<file path="src/rtl/morse_pattern_encoder_pkg.sv">
// Shared types and constants for the Morse pattern encoder: FSM states, element
// unit patterns, gap lengths and the character ROM entry layout.
package morse_pattern_encoder_pkg;

    typedef enum logic [1:0] {
        S_IDLE      = 2'd0,
        S_EMIT_ELEM = 2'd1,
        S_EMIT_GAP  = 2'd2,
        S_PUBLISH   = 2'd3
    } state_t;

    localparam int LEN_W  = 3;
    localparam int CODE_W = 5;

    // Unit sequences played MSB first: dot = on,off ; dash = on,on,on,off
    localparam logic [1:0] DOT_PAT  = 2'b10;
    localparam logic [3:0] DASH_PAT = 4'b1110;

    localparam int LETTER_GAP = 2;
    localparam int WORD_GAP   = 4;

    typedef struct packed {
        logic              supported;
        logic              is_space;
        logic [LEN_W-1:0]  len;
        logic [CODE_W-1:0] code;
    } rom_entry_t;

    function automatic logic [CODE_W-1:0] reverse_code(input logic [CODE_W-1:0] v);
        logic [CODE_W-1:0] r;
        for (int i = 0; i < CODE_W; i++) r[i] = v[CODE_W-1-i];
        return r;
    endfunction

endpackage

</file>
<file path="src/rtl/morse_pattern_encoder_if.sv">
// Character-in / pattern-out bundle between a text source and the Morse encoder.
interface morse_pattern_encoder_if #(parameter int WIDTH = 32);
    logic             char_valid;
    logic [7:0]       char_data;
    logic             char_last;
    logic             char_ready;
    logic [WIDTH-1:0] blink_pattern;
    logic             pattern_valid;
    logic             pattern_overflow;
    logic             err_char;

    modport master (
        output char_valid, char_data, char_last,
        input  char_ready, blink_pattern, pattern_valid, pattern_overflow, err_char
    );

    modport slave (
        input  char_valid, char_data, char_last,
        output char_ready, blink_pattern, pattern_valid, pattern_overflow, err_char
    );
endinterface

</file>
<file path="src/rtl/morse_pattern_encoder_rom.sv">
// Combinational ASCII to Morse lookup; code bit i is element i (1 = dash).
module morse_rom
    import morse_pattern_encoder_pkg::*;
(
    input  logic [7:0] i_char,
    output rom_entry_t o_entry
);
    logic [7:0] w_upper;
    logic [7:0] w_ls;
    logic       w_sup;
    logic       w_space;

    assign w_upper = (i_char >= 8'h61 && i_char <= 8'h7A) ? i_char - 8'h20 : i_char;

    // w_ls = {len, elements left-aligned with the first element in bit 4}
    always_comb begin
        w_ls    = 8'd0;
        w_sup   = 1'b1;
        w_space = 1'b0;
        case (w_upper)
            "A": w_ls = {3'd2, 5'b01000};  "B": w_ls = {3'd4, 5'b10000};
            "C": w_ls = {3'd4, 5'b10100};  "D": w_ls = {3'd3, 5'b10000};
            "E": w_ls = {3'd1, 5'b00000};  "F": w_ls = {3'd4, 5'b00100};
            "G": w_ls = {3'd3, 5'b11000};  "H": w_ls = {3'd4, 5'b00000};
            "I": w_ls = {3'd2, 5'b00000};  "J": w_ls = {3'd4, 5'b01110};
            "K": w_ls = {3'd3, 5'b10100};  "L": w_ls = {3'd4, 5'b01000};
            "M": w_ls = {3'd2, 5'b11000};  "N": w_ls = {3'd2, 5'b10000};
            "O": w_ls = {3'd3, 5'b11100};  "P": w_ls = {3'd4, 5'b01100};
            "Q": w_ls = {3'd4, 5'b11010};  "R": w_ls = {3'd3, 5'b01000};
            "S": w_ls = {3'd3, 5'b00000};  "T": w_ls = {3'd1, 5'b10000};
            "U": w_ls = {3'd3, 5'b00100};  "V": w_ls = {3'd4, 5'b00010};
            "W": w_ls = {3'd3, 5'b01100};  "X": w_ls = {3'd4, 5'b10010};
            "Y": w_ls = {3'd4, 5'b10110};  "Z": w_ls = {3'd4, 5'b11000};
            "0": w_ls = {3'd5, 5'b11111};  "1": w_ls = {3'd5, 5'b01111};
            "2": w_ls = {3'd5, 5'b00111};  "3": w_ls = {3'd5, 5'b00011};
            "4": w_ls = {3'd5, 5'b00001};  "5": w_ls = {3'd5, 5'b00000};
            "6": w_ls = {3'd5, 5'b10000};  "7": w_ls = {3'd5, 5'b11000};
            "8": w_ls = {3'd5, 5'b11100};  "9": w_ls = {3'd5, 5'b11110};
            " ": w_space = 1'b1;
            default: w_sup = 1'b0;
        endcase
    end

    assign o_entry.supported = w_sup;
    assign o_entry.is_space  = w_space;
    assign o_entry.len       = w_ls[7:5];
    assign o_entry.code      = reverse_code(w_ls[4:0]);
endmodule

</file>
<file path="src/rtl/morse_pattern_encoder.sv">
// Streams ASCII text into a Morse on/off pattern word, one unit per clock, and
// publishes the packed word on the message's last character.
module morse_pattern_encoder
    import morse_pattern_encoder_pkg::*;
#(
    parameter int WIDTH = 32
) (
    input  logic                    CLK,
    input  logic                    RST,
    morse_pattern_encoder_if.slave  bus
);
    localparam int FILL_W = $clog2(WIDTH + 1);
    localparam logic [FILL_W-1:0] FILL_MAX = FILL_W'(WIDTH);
    localparam logic [WIDTH-1:0]  MSB_ONE  = {1'b1, {(WIDTH-1){1'b0}}};

    state_t            r_state, w_next;
    rom_entry_t        w_rom;
    logic [LEN_W-1:0]  r_len, r_elem;
    logic [CODE_W-1:0] r_code;
    logic              r_space, r_last;
    logic [1:0]        r_unit, w_gap_last;
    logic [FILL_W-1:0] r_fill;
    logic [WIDTH-1:0]  r_build, r_blink;
    logic              r_ovf_pend, r_ovf, r_pv, r_err;
    logic              w_accept, w_is_dash, w_unit_en, w_unit_bit, w_elem_end;

    morse_rom u_rom (.i_char(bus.char_data), .o_entry(w_rom));

    assign bus.char_ready       = (r_state == S_IDLE);
    assign bus.blink_pattern    = r_blink;
    assign bus.pattern_valid    = r_pv;
    assign bus.pattern_overflow = r_ovf;
    assign bus.err_char         = r_err;

    assign w_accept   = bus.char_valid && bus.char_ready;
    assign w_is_dash  = r_code[r_elem];
    assign w_gap_last = r_space ? 2'(WORD_GAP - 1) : 2'(LETTER_GAP - 1);

    always_ff @(posedge CLK) begin
        if (RST) r_state <= S_IDLE;
        else     r_state <= w_next;
    end

    always_comb begin
        w_next     = r_state;
        w_unit_en  = 1'b0;
        w_unit_bit = 1'b0;
        w_elem_end = 1'b0;
        case (r_state)
            S_IDLE: begin
                if (w_accept) begin
                    if (!w_rom.supported)   w_next = bus.char_last ? S_PUBLISH : S_IDLE;
                    else if (w_rom.is_space) w_next = S_EMIT_GAP;
                    else                     w_next = S_EMIT_ELEM;
                end
            end
            S_EMIT_ELEM: begin
                w_unit_en  = 1'b1;
                w_unit_bit = w_is_dash ? DASH_PAT[2'd3 - r_unit] : DOT_PAT[~r_unit[0]];
                w_elem_end = w_is_dash ? (r_unit == 2'd3) : (r_unit == 2'd1);
                if (w_elem_end && r_elem == r_len - 3'd1) w_next = S_EMIT_GAP;
            end
            S_EMIT_GAP: begin
                w_unit_en = 1'b1;
                if (r_unit == w_gap_last) w_next = r_last ? S_PUBLISH : S_IDLE;
            end
            S_PUBLISH: w_next = S_IDLE;
            default:   w_next = S_IDLE;
        endcase
    end

    always_ff @(posedge CLK) begin
        if (w_accept) begin
            r_code  <= w_rom.code;
            r_len   <= w_rom.len;
            r_space <= w_rom.is_space;
        end
    end

    always_ff @(posedge CLK) begin
        if (RST) begin
            r_last <= 1'b0;
            r_unit <= 2'd0;
            r_elem <= '0;
        end else if (w_accept) begin
            r_last <= bus.char_last;
            r_unit <= 2'd0;
            r_elem <= '0;
        end else if (r_state == S_EMIT_ELEM) begin
            if (w_elem_end) begin
                r_unit <= 2'd0;
                r_elem <= r_elem + 3'd1;
            end else begin
                r_unit <= r_unit + 2'd1;
            end
        end else if (r_state == S_EMIT_GAP) begin
            r_unit <= r_unit + 2'd1;
        end
    end

    // Units past WIDTH are dropped but still take their cycle, keeping timing fixed
    always_ff @(posedge CLK) begin
        if (RST) begin
            r_build    <= '0;
            r_fill     <= '0;
            r_ovf_pend <= 1'b0;
            r_blink    <= '0;
            r_ovf      <= 1'b0;
            r_pv       <= 1'b0;
            r_err      <= 1'b0;
        end else begin
            r_pv  <= 1'b0;
            r_err <= w_accept && !w_rom.supported;
            if (r_state == S_PUBLISH) begin
                r_blink    <= r_build;
                r_ovf      <= r_ovf_pend;
                r_pv       <= 1'b1;
                r_build    <= '0;
                r_fill     <= '0;
                r_ovf_pend <= 1'b0;
            end else if (w_unit_en) begin
                if (r_fill < FILL_MAX) begin
                    if (w_unit_bit) r_build <= r_build | (MSB_ONE >> r_fill);
                    r_fill <= r_fill + FILL_W'(1);
                end else begin
                    r_ovf_pend <= 1'b1;
                end
            end
        end
    end
endmodule

</file>
<file path="src/flat_wrapper.sv">
// flat-port wrapper written by rule: the top's interface ports become plain ports
module morse_pattern_encoder_flat import morse_pattern_encoder_pkg::*;
#(
    parameter int WIDTH = 32
)
  (CLK, RST, bus_char_valid, bus_char_data, bus_char_last, bus_char_ready, bus_blink_pattern, bus_pattern_valid, bus_pattern_overflow, bus_err_char);
  morse_pattern_encoder_if #(.WIDTH(WIDTH)) bus_i ();
  input  logic CLK;
  input  logic RST;
  input wire logic [$bits(bus_i.char_valid)-1:0] bus_char_valid;
  input wire logic [$bits(bus_i.char_data)-1:0] bus_char_data;
  input wire logic [$bits(bus_i.char_last)-1:0] bus_char_last;
  output wire logic [$bits(bus_i.char_ready)-1:0] bus_char_ready;
  output wire logic [$bits(bus_i.blink_pattern)-1:0] bus_blink_pattern;
  output wire logic [$bits(bus_i.pattern_valid)-1:0] bus_pattern_valid;
  output wire logic [$bits(bus_i.pattern_overflow)-1:0] bus_pattern_overflow;
  output wire logic [$bits(bus_i.err_char)-1:0] bus_err_char;
  assign bus_i.char_valid = bus_char_valid;
  assign bus_i.char_data = bus_char_data;
  assign bus_i.char_last = bus_char_last;
  assign bus_char_ready = bus_i.char_ready;
  assign bus_blink_pattern = bus_i.blink_pattern;
  assign bus_pattern_valid = bus_i.pattern_valid;
  assign bus_pattern_overflow = bus_i.pattern_overflow;
  assign bus_err_char = bus_i.err_char;
  morse_pattern_encoder #(.WIDTH(WIDTH)) u_core (.CLK(CLK), .RST(RST), .bus(bus_i));
endmodule
</file>
<file path="config.mk">
export PLATFORM = sky130hd
export DESIGN_NAME = morse_pattern_encoder_flat
export DESIGN_NICKNAME = d
export VERILOG_FILES = /design/src/rtl/morse_pattern_encoder_pkg.sv /design/src/rtl/morse_pattern_encoder_if.sv /design/src/rtl/morse_pattern_encoder_rom.sv /design/src/rtl/morse_pattern_encoder.sv /design/src/flat_wrapper.sv
export SDC_FILE = /design/constraint.sdc
export NUM_CORES = 1
export LEC_CHECK = 0
export ABC_AREA = 1
export BUFFER_PORTS_ARGS = -buffer_cell sky130_fd_sc_hd__buf_4
export CORE_ASPECT_RATIO = 0.9
export CORE_MARGIN = 3
export CORE_UTILIZATION = 25
export CTS_BUF_LIST = sky130_fd_sc_hd__clkbuf_8
export DETAILED_ROUTE_END_ITERATION = 12
export GPL_TIMING_DRIVEN = 0
export SETUP_SLACK_MARGIN = 0.02
export SYNTH_ARGS = -nofsm -noshare
export SYNTH_HDL_FRONTEND = slang
export SYNTH_HIERARCHICAL = 1
export SYNTH_SLANG_ARGS = --single-unit
</file>
<file path="constraint.sdc">
create_clock -name CLK -period 3.3 [get_ports CLK]
set_clock_uncertainty 0.1 [all_clocks]
set_input_delay 0.99 -clock CLK [delete_from_list [all_inputs] [get_ports CLK]]
set_output_delay 0.99 -clock CLK [all_outputs]
set_load 0.1 [all_outputs]
</file>
# After elaboration in Yosys (flattened, before gate mapping)
# Index checks and enable logic that the tools add are counted.
[classes]
addsub = 6
n_lt_le_gt_ge = 6
eq_ne = 47
shift = 1
n_mux = 28
n_bitwise = 3
reduce_logical = 16
[op_table]
columns = ["cell", "n"]
rows = [
  ["$pmux W8 S36", 1],
  ["$eq A8 B7 Y1 const B", 26],
  ["$eq A8 B6 Y1 const B", 11],
  ["$reduce_or A37 Y1", 1],
  ["$or A32 B32 Y32", 1],
  ["$shr A32 B6 Y32 const A", 1],
  ["$mux W2", 11],
  ["$mux W1", 12],
  ["$ge A8 B7 Y1 const B", 1],
  ["$le A8 B7 Y1 const B", 1],
  ["$mux W8", 1],
  ["$pmux W2 S4", 1],
  ["$sub A8 B6 Y8 const B", 1],
  ["$add A6 B1 Y6 const B", 1],
  ["$eq A2 B2 Y1 const B", 3],
  ["$lt A6 B6 Y1 const B", 1],
  ["$reduce_and A2 Y1", 3],
  ["$reduce_and A3 Y1", 2],
  ["$reduce_or A2 Y1", 3],
  ["$eq A2 B1 Y1 const B", 2],
  ["$logic_and A1 B1 Y1", 4],
  ["$lt A3 B4 Y1 const B", 1],
  ["$ne A2 B1 Y1 const B", 2],
  ["$add A3 B1 Y3 const B", 1],
  ["14 further kinds", 15],
]
[word_totals]
ff_bits = 91
output_inout_bits = 36

# Depth between registers and ports, before layout
[depth]
depth_word = 9
depth_mapped = 24
ltp_nobuf = 23

# Hierarchy
# Netlist, hierarchy kept.
[modules_own_cells]
columns = ["mod", "instances", "cells_per_inst", "area_per_inst_um2"]
rows = [
  ["morse_pattern_encoder", 1, 466, 3875.0],
  ["morse_rom", 1, 183, 892.1],
]

# Worst setup path before layout
# Ideal clock, no wire load.
[synth_path]
path_kind = "input to register"
start = "in bus_char_data[1]"
end = "reg u_core.r_state[1]"
setup_ps = 64
arrival_ps = 2987
required_time_ps = 3136
slack_ps = 149
path_stages = 23
n_path_buf = 3
cell_sequence = "buf_2 nor2_4 nand2_2 nand3_1 nand2_2 nand3_2 nand2_2 nor2_4 and2_4 buf_6 nand2_1 nand2_1 nor2_1 nand3_1 buf_4 inv_1 a21oi_1 o21ai_0 nand2_1 inv_1 nand3_1 nand2_1 nor2_1"
[synth_via]
elab_chain_cells = 9
word_cells_on_any_way = 49
classes_between = "add/sub: 1; order compare: 2; eq/ne: 37; mux: 7; reduce/logical: 2"
[synth_lines]
columns = ["element", "line_no", "rtl"]
rows = [
  ["start, declared", "flat_wrapper.sv:11", "input wire logic [$bits(bus_i.char_data)-1:0] bus_char_data;"],
  ["$ge A8 B7 Y1 / $le A8 B7 Y1 (equally long branches)", "morse_pattern_encoder_rom.sv:13", "assign w_upper = (i_char >= 8'h61 && i_char <= 8'h7A) ? i_char - 8'h20 : i_char;"],
  ["$logic_and A1 B1 Y1", "morse_pattern_encoder_rom.sv:13", ""],
  ["$mux W8 (*)", "morse_pattern_encoder_rom.sv:13", ""],
  ["$eq A8 B6 Y1 / $eq A8 B7 Y1 (equally long branches)", "morse_pattern_encoder_rom.sv:20", "case (w_upper)"],
  ["$reduce_or A37 Y1 (no line) (*)", "--", ""],
  ["$mux W1 (*)", "morse_pattern_encoder_rom.sv:20", ""],
  ["net u_core.u_rom.w_sup", "morse_pattern_encoder_rom.sv:10", "logic w_sup;"],
  ["$mux W2 (*)", "morse_pattern_encoder.sv:52", "if (!w_rom.supported) w_next = bus.char_last ? S_PUBLISH : S_IDLE;"],
  ["$mux W2 (*)", "morse_pattern_encoder.sv:51", "if (w_accept) begin"],
  ["$pmux W2 S4 (*)", "morse_pattern_encoder.sv:49", "case (r_state)"],
  ["end signal, assigned", "morse_pattern_encoder.sv:41", "else r_state <= w_next;"],
  ["end, declared", "morse_pattern_encoder.sv:16", "state_t r_state, w_next;"],
]
# The timed path passes the listed nets; every way through them passes the cells marked *. The select of a mux whose other input is x is not followed.
# A chain may end at the register's enable or synchronous reset.

# Final worst setup path
# Same ends and word-level chain as after synthesis.

==> impl_metrics.json <==
{
  "outcome": "finished, final reports clean",
  "synth_edf_count": 9,
  "hpwl_mm": 8.460,
  "nets": 742,
  "worstSetupStartpointType": "input port",
  "gr-usage-all-layers_pct": 10.75,
  "io_buffers": 46,
  "yosys_warnings": 6,
  "powerDensity_nw_per_um2": 513.7,
  "num_vias": 4287,
  "fin_crit_ps": 3018,
  "yosysTopAreaCell": "dfxtp_1",
  "die_h_um": 137,
  "r2r-end": "u_core/r_build[3]",
  "ff2ff_path_depth": 9,
  "viasPerCell": 4.452,
  "cts.sinks": 91,
  "crit_arrival_ps": 3220,
  "path_max_fanout": 10,
  "drive_above_1_share_pct": 17.55,
  "total_power_mw": 2.932,
  "fmax_mhz": 331.4,
  "async_reset_ff_share_pct": 0,
  "start_util_pct": 25.73,
  "critPathCaptureType": "flop",
  "clkLatencyLatePin_ps": 360,
  "grt_pass1_vias": 3826,
  "ys_seq_elements": 91,
  "cts_tree": "built",
  "place_inst": 940,
  "finalSetupViolCount": 0,
  "ys.flop_type": "dfxtp_1",
  "cap_violations": 0,
  "finalCritPeriodShare_pct": 91.45,
  "synthTopCellsByCount": "114 x nand2_1, 88 x inv_1, 82 x dfxtp_1",
  "wire_per_inst_um": 11.40,
  "r2r_slack_ps": 1290,
  "tightest_slew_ps": 492.1,
  "finalHoldViolations": 0,
  "core_um2": 18520,
  "drc": 0,
  "synth_seq_area_share_pct": 40.10,
  "yosysTopAreaCellShare_pct": 34.44,
  "syn_nets": 677,
  "hold_class": "reg -> reg",
  "antenna_cells": 0,
  "synth_cells": 649,
  "dieArea_um2": 20760,
  "slew_headroom_pct": 67.19,
  "hold_buffers": 0,
  "leakagePower_nw": 2.452,
  "drt_pass1_iterations": 5,
  "dr.first_iter.drc_count": 280,
  "htreeDepth": 3,
  "synth.most_common_cell": "nand2_1",
  "io_pins": 48,
  "synth_area_um2": 4767,
  "r2r-start": "u_core/r_state[1]",
  "fin_cells": 963,
  "synth_cell_types": 39,
  "die_w_um": 151.6,
  "drv_slew": 0,
  "synth_area_leaders": "dfxtp_1 34%, nand2_1 9.0%, inv_1 6.9%",
  "hold_end": "u_core/r_build[24]",
  "worstSetupPathType": "in -> reg",
  "grt_pass1_wl_mm": 18.17,
  "syn2layout_area_growth_pct": 19.71,
  "hold_depth": 2,
  "min_from": "u_core/r_build[24]",
  "antenna_left": 0,
  "numCtsBuffers": 9,
  "fillCellCount": 2026,
  "cp_data_required_time_ps": 3500,
  "fin_setup_tns_ps": 0,
  "synth.avg_cell_area_um2": 7.345,
  "clk_pin_slew_ps": 90,
  "cts_max_path_buffers": 2,
  "gp_congestion": 0.9218,
  "ir_worst_vdd_mv": 0.2203,
  "root_buffer": "clkbuf_8",
  "wl_mm": 10.98,
  "grt_max_degree": 16,
  "rows": 47,
  "antenna_found_initial": 0,
  "rsz0062_at_grt": "no",
  "grt-ovfl-total": 0
}
[worst max-delay path by stage]
stage	startpoint	endpoint	slack, ps	cells after the start
2_1_floorplan	bus_char_data[1]	u_core/r_state[1]	150	23
3_3_place_gp	bus_char_data[2]	u_core/r_state[1]	-220	23
3_5_place_dp	bus_char_data[2]	u_core/r_state[1]	-210	23
4_1_cts	bus_char_data[2]	u_core/r_state[1]	180	23
5_1_grt	bus_char_data[1]	u_core/r_state[1]	9	23
6_report	bus_char_data[1]	u_core/r_state[1]	280	22
[final cells by class]
class	count	area (um2)	share of cell area, %
Multi-Input combinational cell	435	2306	40.41
Sequential cell	91	1912	33.50
Timing Repair Buffer	54	405.4	7.104
Inverter	95	356.6	6.249
Tap cell	245	306.5	5.372
Buffer	28	224.0	3.925
Clock buffer	10	137.6	2.412
Clock inverter	5	58.81	1.030
[power by group]
part / switching [mW] / internal (mW) / total (mW)
sequential: 0.0506 / 1.20 / 1.25
combinational: 0.644 / 0.288 / 0.932
clock: 0.384 / 0.370 / 0.754
total: 1.08 / 1.85 / 2.93
[registers in the layout, indices dropped and copies added, names as in the netlist, 2 cells and up]
signal and cells:
u_core/r_fill 6, u_core/r_build 32, u_core/r_elem 3, u_core/r_unit 2, u_core/r_state 2, u_core/bus.blink_pattern 32
u_core/r_code 5, u_core/r_len 3
[through the flow]
| stage | cell area [um2] | setup slack (ps) | utilization [%] | hold WS [ps] |
|---|---|---|---|---|
| after floorplan | 4767 | 149.3 | - | 328.2 |
| after global placement | 5419 | -220.9 | 29.25 | 340.2 |
| after detailed placement | 5419 | -208.6 | 29.25 | 347.1 |
| after CTS | 5615 | 180.5 | 30.31 | 360.5 |
| after global routing | 5707 | 9.466 | 30.81 | 379.8 |
| final | 5707 | 282.1 | 30.81 | 357.2 |
[cells by family (layout without fill, tap and decap cells)]
family	Yosys count	count (layout)	synth area share, %
flops	91	91	40.10
compound gates	106	106	11.73
buf+inv	123	192	12.18
simple gates	310	310	31.23
fa+ha+maj	16	16	4.199
xor+xnor	3	3	0.5513
[worst max-delay path: stages]
cell	delay, ps
buf_2	200
nand2_2	110
nor2_4	140
nand2_1	80
nand3_2	110
a21oi_2	110
nor2_4	180
and2_4	170
buf_6	130
nand2_1	60
nand2_2	100
nor2_1	50
nand3_1	70
buf_4	110
inv_1	40
a21oi_1	170
o21ai_0	100
nand2_1	60
inv_1	30
nand3_1	60
nand2_1	50
nor2_1	70
[metal layers]
metal | up-vias | global-route usage, % | wire, um
met5 | - | 0 | 0
met4 | 0 | 3.543 | 184
met3 | 17 | 2.351 | 537
met2 | 109 | 15.55 | 4617
met1 | 1910 | 15.74 | 5641
li1 | 2251 | - | -
[layout by cell type, fill, tap and decap left out, types with 4 or more instances in the layout]
| master | count |
|---|---|
| inv_1 | 88 |
| a21oi_1 | 47 |
| edfxtp_1 | 9 |
| buf_6 | 10 |
| clkbuf_8 | 10 |
| buf_2 | 5 |
| buf_4 | 58 |
| nor2_4 | 9 |
| nor3_1 | 4 |
| o21ai_0 | 44 |
| nor2_1 | 74 |
| nand3_1 | 46 |
| nand3_2 | 5 |
| o211ai_1 | 5 |
| nand2_4 | 4 |
| clkbuf_1 | 6 |
| ha_1 | 16 |
| dfxtp_1 | 82 |
| nand4_1 | 39 |
| inv_2 | 5 |
| nand2_2 | 9 |
| nand2_1 | 113 |
[repair_timing]
action | 4_1_cts | 5_1_grt
setup buffers | 0 | 8
endpoints found under the setup margin | 0 | 2
endpoints found under the hold margin | 0 | 0
resized for setup | 0 | 7
Power figures use the tool's default switching activity.
